==> src/rtl/control_sequencer.sv <==
// Hardwired control sequencer for the bus datapath: fetch T0-T2, then R-format execute T3-T5.
// Optional mul/div execute path (T4-T6 with HI/LO writes) is enabled by defining CTRL_MULDIV_EN.
module control_sequencer (
  input  logic        clock,
  input  logic        clear,
  input  logic [31:0] IR,
  input  logic        mem_rdy,
  output logic [15:0] Rin,
  output logic [15:0] Rout,
  output logic        PCout,
  output logic        ZLOout,
  output logic        ZHIout,
  output logic        MDRout,
  output logic        MARin,
  output logic        PCin,
  output logic        MDRin,
  output logic        IRin,
  output logic        Yin,
  output logic        Zlowin,
  output logic        Zhighin,
  output logic        HIin,
  output logic        LOin,
  output logic        IncPC,
  output logic        read,
  output logic [4:0]  operation,
  output logic        run
);

`ifdef CTRL_MULDIV_EN
  typedef enum logic [3:0] {
    StRst  = 4'd0,
    StT0   = 4'd1,
    StT1   = 4'd2,
    StT2   = 4'd3,
    StT3   = 4'd4,
    StT4   = 4'd5,
    StT5   = 4'd6,
    StT6   = 4'd7,
    StHalt = 4'd8
  } state_e;
`else
  typedef enum logic [3:0] {
    StRst  = 4'd0,
    StT0   = 4'd1,
    StT1   = 4'd2,
    StT2   = 4'd3,
    StT3   = 4'd4,
    StT4   = 4'd5,
    StT5   = 4'd6,
    StHalt = 4'd8
  } state_e;
`endif

  localparam logic [4:0] OpRfmtMax = 5'b01011;
  localparam logic [4:0] OpMul     = 5'b01111;
  localparam logic [4:0] OpDiv     = 5'b10000;
  localparam logic [4:0] OpHalt    = 5'b11011;

  state_e state_q, state_d;

  logic [4:0]  opcode;
  logic [3:0]  ra, rb, rc;
  logic [15:0] ra_oh, rb_oh, rc_oh;
  logic        is_rfmt, is_muldiv, is_halt, exec_op;
  logic        unused_ir;

  assign opcode    = IR[31:27];
  assign ra        = IR[26:23];
  assign rb        = IR[22:19];
  assign rc        = IR[18:15];
  assign unused_ir = ^IR[14:0];

  assign ra_oh = 16'h0001 << ra;
  assign rb_oh = 16'h0001 << rb;
  assign rc_oh = 16'h0001 << rc;

  assign is_rfmt = (opcode <= OpRfmtMax);
`ifdef CTRL_MULDIV_EN
  assign is_muldiv = (opcode == OpMul) || (opcode == OpDiv);
`else
  assign is_muldiv = 1'b0;
`endif
  assign is_halt = (opcode == OpHalt);
  assign exec_op = is_rfmt || is_muldiv;

  always_ff @(posedge clock) begin
    if (!clear) begin
      state_q <= StRst;
    end else begin
      state_q <= state_d;
    end
  end

  always_comb begin
    state_d = state_q;
    unique case (state_q)
      StRst: state_d = StT0;
      StT0:  state_d = StT1;
      StT1:  state_d = mem_rdy ? StT2 : StT1;
      StT2:  state_d = StT3;
      StT3: begin
        if (exec_op) begin
          state_d = StT4;
        end else if (is_halt) begin
          state_d = StHalt;
        end else begin
          state_d = StT0;
        end
      end
      StT4:  state_d = StT5;
`ifdef CTRL_MULDIV_EN
      StT5:  state_d = is_muldiv ? StT6 : StT0;
      StT6:  state_d = StT0;
`else
      StT5:  state_d = StT0;
`endif
      StHalt: state_d = StHalt;
      default: state_d = StRst;
    endcase
  end

  // Moore strobes; only the T1 memory handshake looks at an input directly.
  always_comb begin
    Rin       = 16'h0000;
    Rout      = 16'h0000;
    PCout     = 1'b0;
    ZLOout    = 1'b0;
    ZHIout    = 1'b0;
    MDRout    = 1'b0;
    MARin     = 1'b0;
    PCin      = 1'b0;
    MDRin     = 1'b0;
    IRin      = 1'b0;
    Yin       = 1'b0;
    Zlowin    = 1'b0;
    Zhighin   = 1'b0;
    HIin      = 1'b0;
    LOin      = 1'b0;
    IncPC     = 1'b0;
    read      = 1'b0;
    operation = 5'b00000;
    unique case (state_q)
      StT0: begin
        PCout  = 1'b1;
        MARin  = 1'b1;
        IncPC  = 1'b1;
        Zlowin = 1'b1;
      end
      StT1: begin
        ZLOout = 1'b1;
        read   = 1'b1;
        PCin   = mem_rdy;
        MDRin  = mem_rdy;
      end
      StT2: begin
        MDRout = 1'b1;
        IRin   = 1'b1;
      end
      StT3: begin
        if (exec_op) begin
          Rout = rb_oh;
          Yin  = 1'b1;
        end
      end
      StT4: begin
        Rout      = rc_oh;
        Zlowin    = 1'b1;
        operation = opcode;
`ifdef CTRL_MULDIV_EN
        Zhighin   = is_muldiv;
`endif
      end
      StT5: begin
        ZLOout = 1'b1;
        if (is_muldiv) begin
`ifdef CTRL_MULDIV_EN
          LOin = 1'b1;
`endif
        end else begin
          Rin = ra_oh;
        end
      end
`ifdef CTRL_MULDIV_EN
      StT6: begin
        ZHIout = 1'b1;
        HIin   = 1'b1;
      end
`endif
      default: ;
    endcase
  end

  assign run = (state_q != StRst) && (state_q != StHalt);

endmodule

==> config.mk <==
export PLATFORM = sky130hd
export DESIGN_NAME = control_sequencer
export DESIGN_NICKNAME = d
export VERILOG_FILES = /design/src/rtl/control_sequencer.sv
export SDC_FILE = /design/constraint.sdc
export NUM_CORES = 1
export LEC_CHECK = 0
export ABC_AREA = 0
export CAP_MARGIN = 20
export CELL_PAD_IN_SITES_DETAIL_PLACEMENT = 0
export CELL_PAD_IN_SITES_GLOBAL_PLACEMENT = 1
export CORE_ASPECT_RATIO = 1.2
export CORE_MARGIN = 10
export CORE_UTILIZATION = 14
export DETAILED_ROUTE_END_ITERATION = 10
export GPL_ROUTABILITY_DRIVEN = 0
export MAX_ROUTING_LAYER = met4
export PLACE_DENSITY = 0.75
export SLEW_MARGIN = 20
export SYNTH_ARGS = -nofsm -noshare
export SYNTH_HDL_FRONTEND = slang
export SYNTH_SLANG_ARGS = --single-unit
export TNS_END_PERCENT = 50
==> constraint.sdc <==
create_clock -name clock -period 1.4 [get_ports clock]
set_clock_uncertainty 0.1 [all_clocks]
set_input_delay 0.14 -clock clock [delete_from_list [all_inputs] [get_ports clock]]
set_output_delay 0.14 -clock clock [all_outputs]
set_load 0.02 [all_outputs]
==> summary.json <==
{
  "logic_synthesis": {
    "synthesized_area_fraction_occupied_by_ao_oa_aoi_and_oai_cells_pct": 19.5,
    "syn-instance-count": 111,
    "combinational_family_with_the_most_area_after_synthesis": "simple AND/OR/NAND/NOR gates",
    "synth_seq_cells": 4,
    "synth-seq-area-share_pct": 10.8,
    "share_of_yosys_cell_area_claimed_by_the_top_area_cell_type_pct": 13.6,
    "yosys.area_share.simple_pct": 55.6,
    "synth_area_per_cell_um2": 6.65,
    "post_synth_fa_ha_maj_area_fraction_pct": 0,
    "synth.top_cells.by_area": "sky130_fd_sc_hd__o22ai_1 (14%), sky130_fd_sc_hd__dfxtp_1 (11%), sky130_fd_sc_hd__buf_4 (10%)",
    "synthesis.area_um2": 738,
    "synth_mux_area_share_pct": 0,
    "netlist_cell_types": 30,
    "ys_warn_count": 0,
    "synth.largest_area_cell": "sky130_fd_sc_hd__o22ai_1",
    "xor_xnor_share_of_the_synthesized_area_pct": 0
  },
  "status": {
    "run_status": "finished with violations",
    "violations_in_the_final_reports": "setup timing"
  },
  "timing": {
    "grt_setup_unrepaired": "true",
    "fin_ws_ns": -0.501,
    "drv_slew": 0,
    "period_share_pct": 136,
    "timing.final.setup_violations": 50,
    "fmax_ghz": 0.526,
    "hold_viol": 0,
    "final_critical_path_time_including_i_o_delays_and_setup_ns": 1.90
  },
  "cells_and_area": {
    "layout.filler_cells": 525,
    "largest_register_ff_count": 4,
    "largest-register": "state_q",
    "reg_top3": "state_q (4)",
    "insertedDiodeCount": 0,
    "postLayoutCellArea_um2": 1870,
    "area_growth_from_synthesis_to_final_layout_pct": 153,
    "drive_above_1_share_pct": 59.2,
    "finalNetCount": 238,
    "final_core_utilization_pct": 37.3
  },
  "routing": {
    "postRouteAntennaNets": 0,
    "firstDrtPassIters": 4,
    "via_per_inst": 4.47,
    "avgRoutedWirePerCell_um": 14.5,
    "dr_vias": 1166,
    "post-route-drc-count": 0,
    "detailedRoute.firstIterationViolations": 17,
    "wl_um": 3790
  },
  "clocking": {
    "clk_path_buf_depth": 2,
    "numClockSinks": 4,
    "cts-buffers-inserted": 3,
    "cts_root_buf": "sky130_fd_sc_hd__clkbuf_8",
    "htree_levels": 1,
    "hold_buffer_count_at_cts": 0,
    "cts_tree": "done",
    "insertion_delay_ns": 0.22,
    "cts.reportedPaths.clkPinSlew_ns": 0.03
  },
  "global_route": {
    "global_route.overflow_total": 0,
    "grt.total_usage_pct": 8.59,
    "first_global_vias": 1285,
    "grt_first_pass_wirelength_um": 5930,
    "antenna_found_initial": 0,
    "grt_max_degree": 8
  },
  "critical_path": {
    "setup.worst_path.class": "reg -> out",
    "worst_setup_path_end_kind": "output port",
    "critPathMostFrequentCell": "sky130_fd_sc_hd__buf_6",
    "worstReg2RegStart": "state_q[0]",
    "maximum_fanout_along_the_worst_path": 4,
    "timing.critical_path.max_delay_family": "buffers and inverters",
    "timing.critical_path.from_type": "flip-flop",
    "max_stage_delay_ns": 0.36,
    "r2r-end": "state_q[3]",
    "critical_path.slowest_cell": "sky130_fd_sc_hd__nor4b_4",
    "crit_start": "state_q[0]",
    "timing.critical_path.to": "Rout[8]",
    "timing.critical_path.arrival_ns": 1.66,
    "worstSetupPathDepth": 6,
    "rr_worst_depth": 5,
    "critical_path_required_ns": 1.16,
    "r2r_setup_slack_ns": -0.01,
    "timing.critical_path.buf_inv": 3,
    "cp_cell_sequence": "nor4b_4 -> buf_4 -> nand4b_1 -> buf_6 -> o22ai_4 -> buf_6"
  },
  "floorplanning": {
    "floorplan.rows": 28,
    "die-width_um": 86.3,
    "initial_utilization_pct": 14.7,
    "die_area_um2": 8590,
    "core_area_um2": 5010,
    "die-height_um": 99.5,
    "floorplan.io_pins": 88
  },
  "power": {
    "power.ir.vdd_worst_uv": 191,
    "static-leakage-power_nw": 0.785,
    "cellPowerDensity_nw_per_um2": 389
  },
  "hold_path": {
    "worstHoldPathType": "in -> reg"
  },
  "placed_design": {
    "detailedPlacementHpwl_um": 3090,
    "buffer_ports.inserted": 68,
    "dpl_cell_area_um2": 1670
  },
  "run": {
    "max_cap_viol_count": 0
  }
}
report_power, final:
group / switching [mW] / internal, mW / leakage [nW]
Clock: 0.0636 / 0.184 / 0.0216
Combinational: 0.180 / 0.168 / 0.729
Sequential: 0.0104 / 0.122 / 0.0346
cell type report:
cell class	instances	area, um^2	share of cell area, %
clock buffer	3	41.3	2.21
multi-input combinational	96	786	42.0
timing repair buffer	97	876	46.9
inverter	1	3.75	0.201
sequential	4	87.6	4.69
tap	60	75.1	4.02
logic make-up (layout without fill, tap and decap cells):
kind of cell,count (synthesis),in the layout
other cells,1,4
compound gates,23,23
buf+inv,14,101
simple gates,69,69
flops,4,4
how the worst min path moves through the flow:
stage,start,end,cells after the start
2_1_floorplan,clear,state_q[3],1
3_3_place_gp,state_q[0],state_q[2],3
3_5_place_dp,state_q[0],state_q[2],3
4_1_cts,clear,state_q[3],2
5_1_grt,clear,state_q[3],2
6_report,clear,state_q[3],2
cell usage after synthesis:
cell and number:
sky130_fd_sc_hd__nor3_2 1, sky130_fd_sc_hd__nor4b_4 1, sky130_fd_sc_hd__nand3b_1 5, sky130_fd_sc_hd__inv_1 1
sky130_fd_sc_hd__and4bb_2 1, sky130_fd_sc_hd__nor2_1 20, sky130_fd_sc_hd__nor3_1 6, sky130_fd_sc_hd__conb_1 1
sky130_fd_sc_hd__o21ai_0 1, sky130_fd_sc_hd__or2b_1 1, sky130_fd_sc_hd__nand3_1 3, sky130_fd_sc_hd__or3_1 1
sky130_fd_sc_hd__a211o_1 1, sky130_fd_sc_hd__buf_2 2, sky130_fd_sc_hd__and4bb_1 1, sky130_fd_sc_hd__o22ai_1 16
sky130_fd_sc_hd__o21a_1 2, sky130_fd_sc_hd__or3b_4 1, sky130_fd_sc_hd__buf_6 1, sky130_fd_sc_hd__nor2b_1 1
sky130_fd_sc_hd__nand2_1 5, sky130_fd_sc_hd__dfxtp_1 4, sky130_fd_sc_hd__nand4_1 2, sky130_fd_sc_hd__buf_4 10
sky130_fd_sc_hd__nor3b_1 1, sky130_fd_sc_hd__and2_1 7, sky130_fd_sc_hd__or2_2 2, sky130_fd_sc_hd__nand2b_1 8
sky130_fd_sc_hd__a21oi_1 3, sky130_fd_sc_hd__nand4b_1 2
routing by layer:
metal / vias up / global-route usage [%] / wire length, um
met5: - / - / 0
met4: 0 / 4.62 / 72
met3: 6 / 3.92 / 532
met2: 80 / 12.8 / 1600
met1: 511 / 9.29 / 1590
li1: 569 / - / -
placed cells by master (no fill, tap or decap), types with 2 or more instances in the layout:
cell type,Yosys,layout
sky130_fd_sc_hd__dfxtp_2,0,3
sky130_fd_sc_hd__nand3_2,0,2
sky130_fd_sc_hd__nor2_2,0,2
sky130_fd_sc_hd__nand2b_1,8,7
sky130_fd_sc_hd__a21oi_1,3,3
sky130_fd_sc_hd__o22ai_4,0,3
sky130_fd_sc_hd__nor2_1,20,14
sky130_fd_sc_hd__buf_6,1,28
sky130_fd_sc_hd__and2_4,0,2
sky130_fd_sc_hd__nand3b_1,5,5
sky130_fd_sc_hd__buf_2,2,4
sky130_fd_sc_hd__or2_2,2,2
sky130_fd_sc_hd__and2_1,7,5
sky130_fd_sc_hd__dlygate4sd2_1,0,2
sky130_fd_sc_hd__nand4_1,2,2
sky130_fd_sc_hd__nor3_4,0,2
sky130_fd_sc_hd__clkbuf_8,0,3
sky130_fd_sc_hd__nand2_1,5,4
sky130_fd_sc_hd__o22ai_2,0,8
sky130_fd_sc_hd__buf_4,10,44
sky130_fd_sc_hd__nor3_2,1,4
sky130_fd_sc_hd__nor2_4,0,4
sky130_fd_sc_hd__conb_1,1,4
sky130_fd_sc_hd__nand4b_1,2,2
sky130_fd_sc_hd__o22ai_1,16,5
sky130_fd_sc_hd__clkdlybuf4s50_1,0,18
sky130_fd_sc_hd__o21a_1,2,2
timing repair:
action	CTS	global route
setup buffers	4	2
resized for setup	274	18
setup endpoints to repair	50	50
pin swaps	14	3
cloned	0	0
through the flow:
step                hold WS [ns]  worst slack [ns]  instances  total power, mW  setup TNS, ns
floorplan                  0.158            -0.218        114            0.306          -4.80
CTS                        0.392            -0.453        259            0.723         -13.88
finish                     0.392            -0.501        261            0.727         -13.67
global route               0.415            -0.572        261            0.771         -17.50
detailed placement         0.591            -0.777        252            0.472         -28.08
global placement           0.587            -0.772        252            0.472         -27.97
No activity file was read; power rests on OpenSTA's default activity.
